<file path="src/rtl/payloadsmem_arbiter_if.sv">
// Bus bundle between the two payload requesters, the arbiter and the
// single-port payload memory. The master side is the requester/memory
// environment; the slave side is the arbiter.
interface payloadsmem_arbiter_if #(
  parameter int AWIDTH = 12,
  parameter int DWIDTH = 8
);
  logic              en;
  logic              req0, req1;
  logic              lock0, lock1;
  logic              we0, we1;
  logic [AWIDTH-1:0] addr0, addr1;
  logic [DWIDTH-1:0] wdata0, wdata1;
  logic              gnt0, gnt1;
  logic              rvalid0, rvalid1;
  logic [DWIDTH-1:0] rdata0, rdata1;
  logic              mem_ce, mem_we;
  logic [AWIDTH-1:0] mem_addr;
  logic [DWIDTH-1:0] mem_wdata;
  logic [DWIDTH-1:0] mem_rdata;

  modport slave (
    input  en, req0, req1, lock0, lock1, we0, we1, addr0, addr1,
           wdata0, wdata1, mem_rdata,
    output gnt0, gnt1, rvalid0, rvalid1, rdata0, rdata1,
           mem_ce, mem_we, mem_addr, mem_wdata
  );

  modport master (
    output en, req0, req1, lock0, lock1, we0, we1, addr0, addr1,
           wdata0, wdata1, mem_rdata,
    input  gnt0, gnt1, rvalid0, rvalid1, rdata0, rdata1,
           mem_ce, mem_we, mem_addr, mem_wdata
  );
endinterface

</file>
<file path="src/rtl/payloadsmem_arbiter.sv">
// Two-requester arbiter in front of the single-port payload RAM.
// One access per cycle, round-robin on ties, locked bursts capped at
// MAX_BURST, and read data steered back to the requester that read.
module payloadsmem_arbiter #(
  parameter int AWIDTH    = 12,
  parameter int DWIDTH    = 8,
  parameter int MAX_BURST = 64
) (
  input  logic                  clk,
  input  logic                  rst_n,
  payloadsmem_arbiter_if.slave  bus
);
  localparam int CW = $clog2(MAX_BURST + 1);

  typedef enum logic [1:0] {OWN_NONE = 2'd0, OWN0 = 2'd1, OWN1 = 2'd2} owner_t;

  owner_t        owner_q;
  logic [CW-1:0] burst_cnt_q;
  logic          last_winner_q;
  logic [1:0]    rd_pend_q;

  logic          own_lock0, own_lock1, free_arb;
  logic          gnt0, gnt1;
  logic          win1, win_lock;
  logic [CW-1:0] cnt_inc;

  // An owner that still holds its lock excludes the other side; otherwise
  // the release is effective this very cycle and arbitration is free.
  assign own_lock0 = (owner_q == OWN0) && bus.lock0;
  assign own_lock1 = (owner_q == OWN1) && bus.lock1;
  assign free_arb  = !(own_lock0 || own_lock1);
  assign win1      = gnt1;
  assign win_lock  = gnt1 ? bus.lock1 : bus.lock0;
  assign cnt_inc   = burst_cnt_q + CW'(1);

  // Grant decision from registered state and the current requests.
  always_comb begin
    gnt0 = 1'b0;
    gnt1 = 1'b0;
    if (rst_n && bus.en) begin
      if (own_lock0) begin
        gnt0 = bus.req0;
      end else if (own_lock1) begin
        gnt1 = bus.req1;
      end else if (bus.req0 && bus.req1) begin
        gnt0 = last_winner_q;
        gnt1 = ~last_winner_q;
      end else begin
        gnt0 = bus.req0;
        gnt1 = bus.req1;
      end
    end
  end

  // Ownership, burst length, round-robin pointer and read-return tracking.
  always_ff @(posedge clk) begin
    if (!rst_n) begin
      owner_q       <= OWN_NONE;
      burst_cnt_q   <= '0;
      last_winner_q <= 1'b1;
      rd_pend_q     <= 2'b00;
    end else begin
      rd_pend_q <= {gnt1 & ~bus.we1, gnt0 & ~bus.we0};
      if (!bus.en) begin
        owner_q     <= OWN_NONE;
        burst_cnt_q <= '0;
      end else if (gnt0 || gnt1) begin
        last_winner_q <= win1;
        if (!win_lock) begin
          owner_q     <= OWN_NONE;
          burst_cnt_q <= '0;
        end else if (free_arb) begin
          // Fresh burst; a cap of one means the lock can never be kept.
          if (MAX_BURST == 1) begin
            owner_q     <= OWN_NONE;
            burst_cnt_q <= '0;
          end else begin
            owner_q     <= win1 ? OWN1 : OWN0;
            burst_cnt_q <= CW'(1);
          end
        end else if (cnt_inc == CW'(MAX_BURST)) begin
          // Forced release; last_winner hands the next tie to the other side.
          owner_q     <= OWN_NONE;
          burst_cnt_q <= '0;
        end else begin
          burst_cnt_q <= cnt_inc;
        end
      end else if (free_arb) begin
        // Lock dropped with nothing granted: ownership simply lapses.
        owner_q     <= OWN_NONE;
        burst_cnt_q <= '0;
      end
    end
  end

  assign bus.gnt0      = gnt0;
  assign bus.gnt1      = gnt1;
  assign bus.mem_ce    = gnt0 | gnt1;
  assign bus.mem_we    = (gnt1 & bus.we1) | (gnt0 & bus.we0);
  assign bus.mem_addr  = gnt1 ? bus.addr1  : bus.addr0;
  assign bus.mem_wdata = gnt1 ? bus.wdata1 : bus.wdata0;
  assign bus.rvalid0   = rst_n & rd_pend_q[0];
  assign bus.rvalid1   = rst_n & rd_pend_q[1];
  assign bus.rdata0    = bus.mem_rdata;
  assign bus.rdata1    = bus.mem_rdata;
endmodule
</file>
<file path="src/flat_wrapper.sv">
// flat-port wrapper written by rule: the top's interface ports become plain ports
module payloadsmem_arbiter_flat 
#(
  parameter int AWIDTH    = 12,
  parameter int DWIDTH    = 8,
  parameter int MAX_BURST = 64
)
  (clk, rst_n, bus_en, bus_req0, bus_req1, bus_lock0, bus_lock1, bus_we0, bus_we1, bus_addr0, bus_addr1, bus_wdata0, bus_wdata1, bus_mem_rdata, bus_gnt0, bus_gnt1, bus_rvalid0, bus_rvalid1, bus_rdata0, bus_rdata1, bus_mem_ce, bus_mem_we, bus_mem_addr, bus_mem_wdata);
  payloadsmem_arbiter_if #(.AWIDTH(AWIDTH), .DWIDTH(DWIDTH)) bus_i ();
  input  logic clk;
  input  logic rst_n;
  input wire logic [$bits(bus_i.en)-1:0] bus_en;
  input wire logic [$bits(bus_i.req0)-1:0] bus_req0;
  input wire logic [$bits(bus_i.req1)-1:0] bus_req1;
  input wire logic [$bits(bus_i.lock0)-1:0] bus_lock0;
  input wire logic [$bits(bus_i.lock1)-1:0] bus_lock1;
  input wire logic [$bits(bus_i.we0)-1:0] bus_we0;
  input wire logic [$bits(bus_i.we1)-1:0] bus_we1;
  input wire logic [$bits(bus_i.addr0)-1:0] bus_addr0;
  input wire logic [$bits(bus_i.addr1)-1:0] bus_addr1;
  input wire logic [$bits(bus_i.wdata0)-1:0] bus_wdata0;
  input wire logic [$bits(bus_i.wdata1)-1:0] bus_wdata1;
  input wire logic [$bits(bus_i.mem_rdata)-1:0] bus_mem_rdata;
  output wire logic [$bits(bus_i.gnt0)-1:0] bus_gnt0;
  output wire logic [$bits(bus_i.gnt1)-1:0] bus_gnt1;
  output wire logic [$bits(bus_i.rvalid0)-1:0] bus_rvalid0;
  output wire logic [$bits(bus_i.rvalid1)-1:0] bus_rvalid1;
  output wire logic [$bits(bus_i.rdata0)-1:0] bus_rdata0;
  output wire logic [$bits(bus_i.rdata1)-1:0] bus_rdata1;
  output wire logic [$bits(bus_i.mem_ce)-1:0] bus_mem_ce;
  output wire logic [$bits(bus_i.mem_we)-1:0] bus_mem_we;
  output wire logic [$bits(bus_i.mem_addr)-1:0] bus_mem_addr;
  output wire logic [$bits(bus_i.mem_wdata)-1:0] bus_mem_wdata;
  assign bus_i.en = bus_en;
  assign bus_i.req0 = bus_req0;
  assign bus_i.req1 = bus_req1;
  assign bus_i.lock0 = bus_lock0;
  assign bus_i.lock1 = bus_lock1;
  assign bus_i.we0 = bus_we0;
  assign bus_i.we1 = bus_we1;
  assign bus_i.addr0 = bus_addr0;
  assign bus_i.addr1 = bus_addr1;
  assign bus_i.wdata0 = bus_wdata0;
  assign bus_i.wdata1 = bus_wdata1;
  assign bus_i.mem_rdata = bus_mem_rdata;
  assign bus_gnt0 = bus_i.gnt0;
  assign bus_gnt1 = bus_i.gnt1;
  assign bus_rvalid0 = bus_i.rvalid0;
  assign bus_rvalid1 = bus_i.rvalid1;
  assign bus_rdata0 = bus_i.rdata0;
  assign bus_rdata1 = bus_i.rdata1;
  assign bus_mem_ce = bus_i.mem_ce;
  assign bus_mem_we = bus_i.mem_we;
  assign bus_mem_addr = bus_i.mem_addr;
  assign bus_mem_wdata = bus_i.mem_wdata;
  payloadsmem_arbiter #(.AWIDTH(AWIDTH), .DWIDTH(DWIDTH), .MAX_BURST(MAX_BURST)) u_core (.clk(clk), .rst_n(rst_n), .bus(bus_i));
endmodule
</file>
<file path="config.mk">
export PLATFORM = sky130hd
export DESIGN_NAME = payloadsmem_arbiter_flat
export DESIGN_NICKNAME = d
export VERILOG_FILES = /design/src/rtl/payloadsmem_arbiter_if.sv /design/src/rtl/payloadsmem_arbiter.sv /design/src/flat_wrapper.sv
export SDC_FILE = /design/constraint.sdc
export NUM_CORES = 1
export LEC_CHECK = 0
export CAP_MARGIN = 40
export CORE_MARGIN = 5
export CORE_UTILIZATION = 62
export DETAILED_ROUTE_END_ITERATION = 10
export DONT_BUFFER_PORTS = 1
export PLACE_DENSITY_LB_ADDON = 0.3
export SLEW_MARGIN = 40
export SYNTH_ARGS = -nofsm -noshare
export SYNTH_HDL_FRONTEND = slang
export SYNTH_SLANG_ARGS = --single-unit
</file>
<file path="constraint.sdc">
create_clock -name clk -period 1.8 [get_ports clk]
set_clock_uncertainty 0.05 [all_clocks]
set_input_delay 0.36 -clock clk [delete_from_list [all_inputs] [get_ports clk]]
set_output_delay 0.36 -clock clk [all_outputs]
set_load 0.01 [all_outputs]
</file>
======== Word level (Yosys, flattened, before mapping) ========
Cells that the tools add are included.
operators by class
  $add $sub $neg .......................... 1
  bitwise logic cells ..................... 11
  reduce and logical (&&, ||, !) cells .... 9
  muxes and demuxes ....................... 22
  equal/unequal tests ..................... 5
operators with widths
  operator               number
  $mux W7                5
  $mux W12               1
  $mux W2                6
  $mux W1                9
  $mux W8                1
  $add A7 B1 Y7 const B  1
  $eq A7 B7 Y1 const B   1
  $and A1 B1 Y1          6
  $reduce_and A2 Y1      3
  $logic_and A1 B1 Y1    4
  $ne A3 B3 Y1 const B   1
  $not A1 Y1             3
  $eq A2 B1 Y1 const B   1
  $eq A2 B2 Y1 const B   1
  $logic_or A1 B1 Y1     2
  $ne A2 B2 Y1 const B   1
  $or A1 B1 Y1           2
storage, ports and cells
  logic and storage cells ................. 52
  output and inout bits ................... 42
  bits in registers ....................... 12

======== Longest topological paths before layout ========
  word-level depth ........................ 9
  depth in mapped cells ................... 6
  gate-level depth less buffers ........... 6

======== Least setup slack after synthesis ========
No wires, ideal clock.
  kind .................................... input-to-output
  start ................................... input port bus_req1
  end ..................................... output port bus_mem_we
  slack ................................... 0.013 ns
  path buffers ............................ 0
  data required time ...................... 1.390 ns
  stages .................................. 3
  arrival time ............................ 1.377 ns
  path through ............................ nor2b_1 a2111oi_4 a22o_1
on the way
  cells in the longest elaborated chain, start to end .. 7
  elaborated cells between the ends (all ways) .. 12
RTL lines
  element              RTL line                   text
  start: declaration   flat_wrapper.sv:14         input wire logic [$bits(bus_i.req1)-1:0] bus_req1;
  $logic_and A1 B1 Y1  payloadsmem_arbiter.sv:45  end else if (bus.req0 && bus.req1) begin
  $mux W1              payloadsmem_arbiter.sv:45
  $mux W1              payloadsmem_arbiter.sv:43  end else if (own_lock1) begin
  $mux W1              payloadsmem_arbiter.sv:41  if (own_lock0) begin
  $mux W1              payloadsmem_arbiter.sv:40  if (rst_n && bus.en) begin
  via bus_gnt0         flat_wrapper.sv:24         output wire logic [$bits(bus_i.gnt0)-1:0] bus_gnt0;
  $and A1 B1 Y1        payloadsmem_arbiter.sv:99  assign bus.mem_we = (gnt1 & bus.we1) | (gnt0 & bus.we0);
  $or A1 B1 Y1         payloadsmem_arbiter.sv:99
  end: declaration     flat_wrapper.sv:31         output wire logic [$bits(bus_i.mem_we)-1:0] bus_mem_we;
The timed path passes the listed nets, and every way through them passes these cells.

======== Worst setup path in the final report ========
  start ................................... register u_core.owner_q[1]
  end ..................................... output port bus_mem_addr[9]
on the way
  cells in the longest elaborated chain, start to end .. 6
  elaborated cells between the ends (all ways) .. 8
RTL lines
  element                   RTL line                    text
  start: declaration        payloadsmem_arbiter.sv:17   owner_t owner_q;
  start signal: assignment  payloadsmem_arbiter.sv:78   owner_q <= win1 ? OWN1 : OWN0;
  $eq A2 B2 Y1              payloadsmem_arbiter.sv:30   assign own_lock1 = (owner_q == OWN1) && bus.lock1;
  $logic_and A1 B1 Y1       payloadsmem_arbiter.sv:30
  $mux W1                   payloadsmem_arbiter.sv:43
  $mux W1 (*)               payloadsmem_arbiter.sv:41
  $mux W1 (*)               payloadsmem_arbiter.sv:40
  $mux W12 (*)              payloadsmem_arbiter.sv:100  assign bus.mem_addr = gnt1 ? bus.addr1 : bus.addr0;
  end: declaration          flat_wrapper.sv:32          output wire logic [$bits(bus_i.mem_addr)-1:0] bus_mem_addr;
Every way passes the cells marked *; elsewhere a longest branch is shown, timed or not.

==> results_dict.tcl <==
set metrics [dict create \
    hold_path_startpoint "bus_we0" \
    slew_headroom_pct 70.55 \
    wirelength_um 4563 \
    grt-ovfl-total 0 \
    std_cell_rows 15 \
    critical_path_buf_inv_count 2 \
    chipHeight_um 52.78 \
    cap_violations 0 \
    dpl_cell_area_um2 1099 \
    leakagePower_uw 0.0006708 \
    vdd_drop_max_mv 0.4776 \
    drt-initial-drc-count 65 \
    power_density_nw_per_um2 444.0 \
    syn_nets 227 \
    gp_congestion 0.7872 \
    cts_hold_buf 0 \
    yosys-top-cells-area "nand2_1 22%, dfxtp_1 21%, buf_4 11%" \
    startpoint "u_core.owner_q[1]" \
    wl_per_cell_um 23.05 \
    cpMostUsedCell "nand2_2" \
    antenna_found_initial 0 \
    postSynthCellCount 169 \
    cts_made_buffers 3 \
    syn_area_per_cell_um2 6.715 \
    io_buffers 0 \
    async_flop_share_pct 0 \
    synthTopCellsByCount "66 x nand2_1, 16 x buf_4, 12 x dfxtp_1, 9 x nor2_1, 5 x and2_1" \
    cts.htree.levels 1 \
    max_freq_mhz 489.4 \
    design.die.area_um2 2786 \
    die_w_um 52.78 \
    cts_tree "done" \
    area_growth_pct 30.43 \
    nNetsFinal 232 \
    grt_use_met3_pct 3.134 \
    dr.pass1.iters 4 \
    root_buffer "clkbuf_4" \
    fin_setup_tns_ps -5686 \
    yosysWarnings 0 \
    worst_pin_slew_ps 441.7 \
    grt_pass1_vias 1038 \
    syn_area_um2 1135 \
    yosysMostFrequentCell "nand2_1" \
    grt_start_max_net_pins 27 \
    grt_use_total_pct 21.64 \
    io_pins 99 \
    final_core_utilization_pct 85.72 \
    arrival_ps 1630 \
    setup.worst_path.class "reg -> out" \
    drc_errors 0 \
    grt_first_pass_wirelength_um 4485 \
    finalSetupViolations 32 \
    grt_use_met2_pct 44.63 \
    fin_crit_sh_pct 113.5 \
    synthFlopType "dfxtp_1" \
    ys_ff_latch 12 \
    finalHoldViolations 0 \
    num-fill-cells 88 \
    cts_sinks 12 \
    slowest_delay_ps 350 \
    clock_latency_ps 270 \
    crit_fanout 8 \
    fin_area_um2 1480 \
    timing.rr.start "u_core.owner_q[1]" \
    period_minus_slack_ps 2043 \
    status "finished with violations" \
    coreArea_um2 1727 \
    cp-end-kind "output port" \
    cts.clk_slew.worst_paths_ps 80 \
    met1_usage_pct 18.89 \
    clk_path_buf_depth 2 \
    place_ws_ps 25.36 \
    cp-start-kind "flop" \
    yosysSeqAreaShare_pct 21.17 \
    synth_edf_count 0 \
    synth_top_area_share_pct 21.83 \
    start_util_pct 65.72 \
    crit_chain "and3b_2 -> o2111ai_4 -> clkinv_4 -> buf_8 -> nand2_2 -> nand2_2" \
    yosys.area.top_type "nand2_1" \
    dr_total_vias 1331 \
    violations "setup timing" \
    cp_slowest_cell "dfxtp_2" \
    post-dp-hpwl_um 2421 \
    hp-class "in -> reg" \
    required_ps 1390 \
    final_layout_size_suffix_gt1_share_pct 49.13 \
    crit_family "simple AND/OR/NAND/NOR gates" \
    top_usage_layer "met2" \
    ys_types 45 \
    ant_nets 0 \
    routed_via_density 6.722 \
    rsz0062_at_grt "true" \
    fin_ws_ps -243.3 \
    drv_slew 0 \
    antenna_cells 0 \
]
-- where the power goes --
part | total [uW] | switching, uW | internal, uW
Sequential | 274 | 4.56 | 270
Combinational | 168 | 104 | 63.6
Clock | 215 | 92.4 | 123
-- worst paths after layout --
kind	end	slack (ps)	depth (start not counted)
worst min-delay path	u_core.rd_pend_q[0]	120	1
worst max register to register	u_core.burst_cnt_q[6]	-160	8
worst min register to register	u_core.last_winner_q	480	2
worst max-delay path	bus_mem_addr[9]	-240	6
-- per-stage QoR --
stage | cells | power, uW | hold WS, ps
after floorplan | 169 | 402.1 | 381.6
after global placement | 183 | 388.4 | 383.3
after detailed placement | 183 | 390.7 | 385.1
after CTS | 192 | 624.2 | 97.72
after global routing | 198 | 680.9 | 108.4
final | 198 | 657.2 | 116.2
-- layer usage --
metal	wire length, um	vias up
li1	-	563
met1	1475	623
met2	2452	121
met3	459	24
met4	176	0
met5	0	-
-- cells by family (layout without fill, tap and decap cells) --
| family | Yosys count | after routing | share of synthesized area (%) |
|---|---|---|---|
| flops | 12 | 12 | 21.17 |
| xor+xnor | 5 | 5 | 3.860 |
| fa+ha+maj | 1 | 1 | 1.102 |
| simple gates | 99 | 99 | 38.48 |
| compound gates | 26 | 26 | 21.17 |
| buf+inv | 26 | 30 | 14.22 |
-- cell usage in the layout, fill, tap and decap left out, types with 2 or more instances in the layout --
| master | synthesis | routed |
|---|---|---|
| a2111oi_4 | 1 | 2 |
| a21oi_1 | 3 | 2 |
| a22oi_1 | 4 | 4 |
| and2_1 | 5 | 5 |
| buf_4 | 16 | 14 |
| buf_6 | 0 | 5 |
| clkbuf_4 | 0 | 3 |
| dfxtp_1 | 12 | 8 |
| dfxtp_2 | 0 | 4 |
| inv_1 | 4 | 4 |
| nand2_1 | 66 | 25 |
| nand2_2 | 0 | 31 |
| nand2_4 | 0 | 10 |
| nand3_1 | 4 | 4 |
| nand3b_1 | 2 | 2 |
| nor2_1 | 9 | 9 |
| nor2b_1 | 2 | 2 |
| nor3_1 | 2 | 2 |
| o21ai_0 | 3 | 3 |
| xnor2_1 | 2 | 2 |
| xor2_1 | 3 | 2 |
-- flip-flops by register name, indices dropped and copies added (netlist names) --
register and flops:
u_core.owner_q 2, u_core.burst_cnt_q 7, u_core.last_winner_q 1, u_core.rd_pend_q 2
-- cell type report --
cell class | instances | area [um2] | area share, %
timing repair buffer | 21 | 196.4 | 13.27
tap | 25 | 31.28 | 2.113
inverter | 5 | 23.77 | 1.606
sequential | 12 | 245.2 | 16.57
clock buffer | 4 | 36.28 | 2.451
multi-input combinational | 131 | 947.2 | 63.99
-- timing repair --
item	4_1_cts	5_1_grt
pin swaps	22	40
gates resized for setup	44	35
buffers inserted	5	6
cloned	0	1
endpoints found under the setup margin	24	33
Power figures use the tool's default switching activity.
